**config.mk**
```make
export PLATFORM = sky130hd
export DESIGN_NAME = gen_a_multi
export DESIGN_NICKNAME = d
export VERILOG_FILES = /design/src/rtl/newhope_pkg.sv /design/src/rtl/gen_a_lane_buf.sv /design/src/rtl/gen_a_multi.sv
export SDC_FILE = /design/constraint.sdc
export NUM_CORES = 1
export LEC_CHECK = 0
export BUFFER_PORTS_ARGS = -buffer_cell sky130_fd_sc_hd__buf_2
export CAP_MARGIN = 40
export CORE_MARGIN = 8
export CORE_UTILIZATION = 45
export DETAILED_ROUTE_END_ITERATION = 10
export GPL_TIMING_DRIVEN = 0
export PLACE_DENSITY = 0.69
export SETUP_SLACK_MARGIN = 0.1
export SLEW_MARGIN = 25
export SYNTH_ARGS = -nofsm -noshare
export SYNTH_HDL_FRONTEND = slang
export SYNTH_SLANG_ARGS = --single-unit
```
**constraint.sdc**
```tcl
create_clock -name clk -period 28.7 [get_ports clk]
set_clock_uncertainty 0.2 [all_clocks]
set_input_delay 4.305 -clock clk [delete_from_list [all_inputs] [get_ports clk]]
set_output_delay 4.305 -clock clk [all_outputs]
set_load 0.005 [all_outputs]
```
**src/rtl/newhope_pkg.sv**
```systemverilog
// Shared constants, generator state encoding and width helpers for the
// NewHope uniform-polynomial generators.
package newhope_pkg;

    localparam int NEWHOPE_Q  = 12289;
    localparam int NEWHOPE_5Q = 5 * NEWHOPE_Q;

    typedef enum logic [2:0] {
        GS_IDLE      = 3'd0,
        GS_LOAD_SEED = 3'd1,
        GS_RESEED    = 3'd2,
        GS_WAIT_RDI  = 3'd3,
        GS_PARSE     = 3'd4
    } gen_state_t;

    // Ceiling log2; clog2(1) = 0.
    function automatic int clog2(input int value);
        int res;
        int v;
        res = 0;
        v   = 1;
        while (v < value) begin
            v   = v * 2;
            res = res + 1;
        end
        return res;
    endfunction

    // Ceiling log2 clamped to 1 so that it can size a vector.
    function automatic int clog2_min1(input int value);
        int r;
        r = clog2(value);
        return (r < 1) ? 1 : r;
    endfunction

endpackage

```
**src/rtl/gen_a_lane_buf.sv**
```systemverilog
// Holds one PRNG block and presents it one coefficient lane at a time,
// together with the rejection decision for that lane.
module gen_a_lane_buf
    import newhope_pkg::*;
#(
    parameter int COEF_W  = 16,
    parameter int RDI_W   = 128,
    parameter int Q_BOUND = NEWHOPE_5Q,
    parameter int LW      = clog2_min1(RDI_W / COEF_W)
) (
    input  logic              clk,
    input  logic              rst,
    input  logic              load,
    input  logic [RDI_W-1:0]  rdi_data,
    input  logic [LW-1:0]     lane_idx,
    output logic [COEF_W-1:0] lane,
    output logic              accept,
    output logic              last
);

    localparam int LANES = RDI_W / COEF_W;
    localparam logic [COEF_W:0] QB = (COEF_W + 1)'(Q_BOUND);

    logic [RDI_W-1:0]  buf_q;
    logic [COEF_W-1:0] lanes [LANES];

    // Capture a whole block when the PRNG handshake completes.
    always_ff @(posedge clk or posedge rst) begin
        if (rst) begin
            buf_q <= '0;
        end else if (load) begin
            buf_q <= rdi_data;
        end
    end

    // Split the block into lanes (lane 0 in the LSBs) and select the current one.
    always_comb begin
        for (int i = 0; i < LANES; i++) begin
            lanes[i] = buf_q[i*COEF_W +: COEF_W];
        end
        lane   = lanes[lane_idx];
        accept = ({1'b0, lane} < QB);
        last   = (lane_idx == LW'(LANES - 1));
    end

endmodule

```
**src/rtl/gen_a_multi.sv**
```systemverilog
// Rejection sampler expanding one seed into NUM_POLY uniform polynomials.
// The seed is read once; each polynomial reseeds the PRNG with the top seed
// byte xored with the polynomial index.
//
// state     | meaning
// ----------+--------------------------------------------------------------
// IDLE      | waiting for start
// LOAD_SEED | reading seed words 0..SEED_WORDS-1 (one extra cycle for latency)
// RESEED    | reseed held high until the PRNG acknowledges
// WAIT_RDI  | rdi_ready high, waiting for a PRNG block
// PARSE     | one lane per cycle, accepted lanes written to the poly RAM
module gen_a_multi
    import newhope_pkg::*;
#(
    parameter int N          = 512,
    parameter int NUM_POLY   = 1,
    parameter int COEF_W     = 16,
    parameter int RDI_W      = 128,
    parameter int SEED_WORDS = 8,
    parameter int Q_BOUND    = NEWHOPE_5Q
) (
    input  logic                                 clk,
    input  logic                                 rst,
    input  logic                                 start,
    output logic                                 done,
    output logic                                 busy,
    output logic [clog2_min1(SEED_WORDS)-1:0]    byte_addr,
    input  logic [31:0]                          byte_do,
    output logic [32*SEED_WORDS-1:0]             seed,
    output logic                                 reseed,
    input  logic                                 reseed_ack,
    input  logic [RDI_W-1:0]                     rdi_data,
    input  logic                                 rdi_valid,
    output logic                                 rdi_ready,
    output logic                                 poly_wea,
    output logic [clog2_min1(N*NUM_POLY)-1:0]    poly_addra,
    output logic [COEF_W-1:0]                    poly_dia,
    output logic [15:0]                          rej_cnt
);

    localparam int SW  = 32 * SEED_WORDS;
    localparam int LW  = clog2_min1(RDI_W / COEF_W);
    localparam int CW  = clog2_min1(N);
    localparam int AW  = clog2_min1(N * NUM_POLY);
    localparam int PW  = clog2_min1(NUM_POLY);
    localparam int BAW = clog2_min1(SEED_WORDS);
    localparam int LCW = clog2_min1(SEED_WORDS + 1);

    localparam logic [2:0] S_IDLE      = GS_IDLE;
    localparam logic [2:0] S_LOAD_SEED = GS_LOAD_SEED;
    localparam logic [2:0] S_RESEED    = GS_RESEED;
    localparam logic [2:0] S_WAIT_RDI  = GS_WAIT_RDI;
    localparam logic [2:0] S_PARSE     = GS_PARSE;

    logic [2:0]        state;
    logic [LCW-1:0]    ld_cnt;
    logic [LCW-1:0]    ld_word;
    logic [LCW-1:0]    ld_next;
    logic [7:0]        base_top;
    logic [PW-1:0]     p;
    logic [CW-1:0]     ctr;
    logic [LW-1:0]     lane_idx;
    logic [AW-1:0]     addr_now;
    logic              blk_load;
    logic [COEF_W-1:0] lane;
    logic              lane_accept;
    logic              lane_last;

    // Handshake strobe, write address and seed-load word indices.
    always_comb begin
        blk_load = (state == S_WAIT_RDI) && rdi_valid && rdi_ready;
        addr_now = AW'(ctr) | (AW'(p) << CW);
        ld_word  = ld_cnt - 1'b1;
        ld_next  = ld_cnt + 1'b1;
    end

    gen_a_lane_buf #(
        .COEF_W  (COEF_W),
        .RDI_W   (RDI_W),
        .Q_BOUND (Q_BOUND),
        .LW      (LW)
    ) u_lane_buf (
        .clk      (clk),
        .rst      (rst),
        .load     (blk_load),
        .rdi_data (rdi_data),
        .lane_idx (lane_idx),
        .lane     (lane),
        .accept   (lane_accept),
        .last     (lane_last)
    );

    // Sequencing FSM with all outputs registered.
    always_ff @(posedge clk or posedge rst) begin
        if (rst) begin
            state      <= S_IDLE;
            ld_cnt     <= '0;
            base_top   <= '0;
            p          <= '0;
            ctr        <= '0;
            lane_idx   <= '0;
            done       <= 1'b0;
            busy       <= 1'b0;
            byte_addr  <= '0;
            seed       <= '0;
            reseed     <= 1'b0;
            rdi_ready  <= 1'b0;
            poly_wea   <= 1'b0;
            poly_addra <= '0;
            poly_dia   <= '0;
            rej_cnt    <= '0;
        end else begin
            poly_wea <= 1'b0;
            done     <= 1'b0;
            case (state)
                S_IDLE: begin
                    if (start) begin
                        state     <= S_LOAD_SEED;
                        busy      <= 1'b1;
                        rej_cnt   <= '0;
                        p         <= '0;
                        ctr       <= '0;
                        ld_cnt    <= '0;
                        byte_addr <= '0;
                    end
                end
                S_LOAD_SEED: begin
                    // Data for the address issued last cycle is on byte_do now.
                    if (ld_cnt != '0) begin
                        seed[32*ld_word +: 32] <= byte_do;
                        if (ld_word == LCW'(SEED_WORDS - 1)) begin
                            base_top <= byte_do[31:24];
                        end
                    end
                    if (ld_cnt == LCW'(SEED_WORDS)) begin
                        state     <= S_RESEED;
                        reseed    <= 1'b1;
                        byte_addr <= '0;
                    end else begin
                        ld_cnt    <= ld_next;
                        byte_addr <= (ld_next < LCW'(SEED_WORDS)) ? BAW'(ld_next) : '0;
                    end
                end
                S_RESEED: begin
                    if (reseed_ack) begin
                        reseed    <= 1'b0;
                        rdi_ready <= 1'b1;
                        state     <= S_WAIT_RDI;
                    end
                end
                S_WAIT_RDI: begin
                    if (blk_load) begin
                        rdi_ready <= 1'b0;
                        lane_idx  <= '0;
                        state     <= S_PARSE;
                    end
                end
                S_PARSE: begin
                    lane_idx <= lane_idx + 1'b1;
                    if (lane_accept) begin
                        poly_wea   <= 1'b1;
                        poly_addra <= addr_now;
                        poly_dia   <= lane;
                        if (ctr == CW'(N - 1)) begin
                            // Polynomial complete: leftover lanes of this block are dropped.
                            ctr <= '0;
                            if (p == PW'(NUM_POLY - 1)) begin
                                done  <= 1'b1;
                                busy  <= 1'b0;
                                state <= S_IDLE;
                            end else begin
                                p      <= p + 1'b1;
                                reseed <= 1'b1;
                                seed[SW-1 -: 8] <= base_top ^ (8'(p) + 8'd1);
                                state  <= S_RESEED;
                            end
                        end else begin
                            ctr <= ctr + 1'b1;
                            if (lane_last) begin
                                rdi_ready <= 1'b1;
                                state     <= S_WAIT_RDI;
                            end
                        end
                    end else begin
                        if (rej_cnt != 16'hFFFF) begin
                            rej_cnt <= rej_cnt + 1'b1;
                        end
                        if (lane_last) begin
                            rdi_ready <= 1'b1;
                            state     <= S_WAIT_RDI;
                        end
                    end
                end
                default: state <= S_IDLE;
            endcase
        end
    end

endmodule

```
==> impl_results.md <==
* Outcome: finished clean
* CP bufs+invs at 3
* Clock Power Share at 25.1%
* Final period util at 20.5%
* Seq pwr share at 40.4%
* Drt initial violations at ~1,300
* Met3 GRT Util at 7.78%
* CTS Hold Bufs at 0
* Bufs on Longest Clock Path at 3
* Family with the most delay on the worst path: buffers and inverters
* Async set-reset flop share out of synthesis at 100%
* Pwr dens at between 100 and 150 nW/um2
* Chip Width at 222 um
* Tightest Pin Transition at 860 ps
* Register area share after synthesis at 60.1%
* GPL Wtd Cong at between 0.8 and 0.9
* Post-route cell area at 24,000 um2
* Post CTS Setup Buffer Count at 0
* Layout cells sized above 1 at approximately 33%
* P_leak at 11.3 nW
* Critical Path Start Type: input port
* Part of the power in combinational logic at 34.5%
* Setup repair after global routing missed its margin: no
* Post-synthesis cell area at 19,200 um2
* Syn Nets at 1,924
* Area Growth Syn to Fin at 25.1%
* Multi-input gate area at 7110 um2
* Register-to-Register Path Depth at 13
* Global Route Usage Sum at 25.8%
* ANT nets after route at 0
* WL/cell at about 23 um
* DRC errors left at 0
* CP Launch Point: rdi_valid
* Mapped Avg Cell Area at 11.0 um2
* Switching share of power at a little over a third
* Psw at between 0.9 and 1 mW
* Final WL at 65,100 um
* Number of H-tree levels at 2
* Vias per inst at 5.57
* # IOs at 470
* Worst path slowest cell: clkbuf_1
* Synth Flop Type: dfrtp_1
* Grt total ovfl at 0
* Final hold vios at 0
* CTS clk-pin slew, worst paths at 60 ps
* Final min period at a little under 6000 ps
* WP depth at 5
* Hold Crit Start: seed[9]$_DFFE_PP0P_
* Max IR drop VDD at 0.0597 mV
* WP data arrival at 6160 ps
* PortBufs at 469
* Post-CTS sizing at 0
* Die Height at 222 um
* Power Internal at 1.66 mW
* Met1 Use GR at 30.7%
* Later-pin clock latency in the skew report at ~580 ps
* Clk sinks at 460
* First-pass GRT wire length at 99,500 um
* R2R Setup Slk at between 20,000 and 25,000 ps
* Number of distinct library cells after synthesis at a little under 60
* Hold Path Depth at 2
* Crit-path cells: buf_2 > nand4_1 > clkbuf_1 > clkbuf_1 > mux2_2
* Crit. End Element: register
* Vias at 15,900
* Initial Util at a little under half
* Placed Instance Area at 22,300 um2
* Seq. cell area at 11,500 um2
* Row count at 75
* Crit Path Max Fanout at 10
* Core Region at 41,900 um2
* Most Used Layer, Global Route: met2
* Num CTS Buffers at 48
* TritonCTS clock tree: built
* Critical path's largest stage delay at 700 ps
* Die Area at 49,400 um2
* CP most frequent cell: clkbuf_1
* Initial antenna violation count at 5
* Post-synth EDFFs at 0
* NumNets Final at 2,451
* Drt pass-1 iters at 5
* Dpl hpwl at around 50,000 um
* Fillers at 3,588
* Worst min-delay path category: register to register
* Endpoints failing setup at 0
* Data required time of the worst path at 28,970 ps
* Crit Path Category: input port to register
* Register bit total from synthesis at 460
* Headroom to the max-slew limit at 42.7%
* Vias in the first global route at between 15,000 and 20,000
* F_max at 0.170 GHz
* Max Cap Viol at 0
* Yosys warning total at 0
* Pin count of the biggest net entering global routing at 103
* CTS Root Cell: clkbuf_16
* Fin Setup TNS at 0 ps
* M2 GR Usage at 43.1%
* Max Slew Vio Count at 0
* Cells after synthesis at 1,747
* FF-to-FF Start: ld_cnt[0]$_DFFE_PP0P_
-- through the flow --
| step | total power [mW] | hold slack [ps] | instances | setup slack, ps | util, % |
|---|---|---|---|---|---|
| 6_report | 2.56 | 258 | 2851 | 22810 | 57.1 |
| 5_1_grt | 2.72 | 276 | 2851 | 22650 | 57.1 |
| 4_1_cts | 2.57 | 264 | 2847 | 22810 | 57.1 |
| 3_5_place_dp | 1.92 | 250 | 2761 | 22200 | 53.2 |
| 3_3_place_gp | 1.89 | 245 | 2755 | 6920 | 52.9 |
| 2_1_floorplan | 1.51 | 263 | 1747 | 11370 | - |
-- cells by family (layout without fill, tap and decap cells) --
logic type,Yosys count,count (layout),share of synthesized area (%)
adder cells (fa/ha/maj),12,12,0.784
multiplexers,192,192,13.1
AND/OR/NAND/NOR,629,629,13.5
AO/OA/AOI/OAI,327,327,9.40
buffers and inverters,121,684,2.81
flip-flops,460,460,60.1
XOR/XNOR,6,6,0.274
other,0,2,0
-- power by group through the flow --
stage	clock network, mW	registers, mW	logic [mW]
6_report	0.645	1.03	0.885
5_1_grt	0.683	1.06	0.975
4_1_cts	0.654	1.03	0.888
3_5_place_dp	0	1.04	0.883
3_3_place_gp	0	1.03	0.856
2_1_floorplan	0	1.02	0.497
-- registers in the layout, summed over array words and instances (netlist names), 4 cells and up --
signal and count:
addr_now 9, base_top 8, u_lane_buf.buf_q 128, poly_addra 9, rej_cnt 16, ld_cnt 4, seed 256, poly_dia 16
-- layer usage --
metal	wire [um]	share of wire, %
met1	25000	38
met3	5650	8.7
met2	31500	48
met5	32	0.049
met4	3010	4.6
-- tightest hold or removal path, cell delays in order, from the launching register on --
cell     delay (ps)
dfrtp_1         340
nand2_1          50
nand2_1          40
-- cell type report --
class                           instances  share of cell area [%]
Antenna cell                            2                  0.0209
Buffer                                111                    2.09
Clock buffer                           78                    6.16
Clock inverter                          8                   0.648
Inverter                               10                   0.188
Multi-Input combinational cell       1166                    29.7
Sequential cell                       460                    48.0
Tap cell                              539                    2.81
Timing Repair Buffer                  477                    10.4
-- cell usage after synthesis (5+ instances only) --
library cell	n	share of area (%)
nand2_1	473	9.3
dfrtp_1	460	60
o21ai_0	256	6.7
mux2_2	154	9.1
clkbuf_1	90	1.8
nor2_1	51	1.0
nand3_1	46	1.2
mux4_2	25	2.9
a21oi_1	20	0.52
ha_1	12	0.78
buf_2	9	0.24
inv_1	9	0.18
mux2i_1	8	0.42
nor3_1	8	0.21
o31ai_1	8	0.31
a22oi_1	7	0.27
and3_1	7	0.23
nand4_1	6	0.20
or3_1	6	0.20
or4_1	6	0.24
mux4_1	5	0.69
nand2b_1	5	0.16
nor2b_1	5	0.16
nor4_1	5	0.16
o21a_1	5	0.20
-- cell usage in the layout, fill, tap and decap left out, types with 12 or more instances in the layout --
cell,n
clkbuf_1,105
buf_2,481
nand2_1,473
a21oi_1,20
nand3_1,46
nor2_1,51
clkbuf_16,49
dfrtp_1,460
o21ai_0,256
mux2_2,154
ha_1,12
clkbuf_8,14
mux4_2,25
-- final timing paths --
| kind | to |
|---|---|
| hold / removal | seed[9]$_DFFE_PP0P_ |
| setup reg to reg | seed[131]$_DFFE_PP0P_ |
| max in group asynchronous | seed[216]$_DFFE_PP0P_ |
| setup / recovery | u_lane_buf.buf_q[97]$_DFFE_PP0P_ |
| min in group asynchronous | seed[3]$_DFFE_PP0P_ |
| hold reg to reg | seed[9]$_DFFE_PP0P_ |
Power figures use the tool's default switching activity.
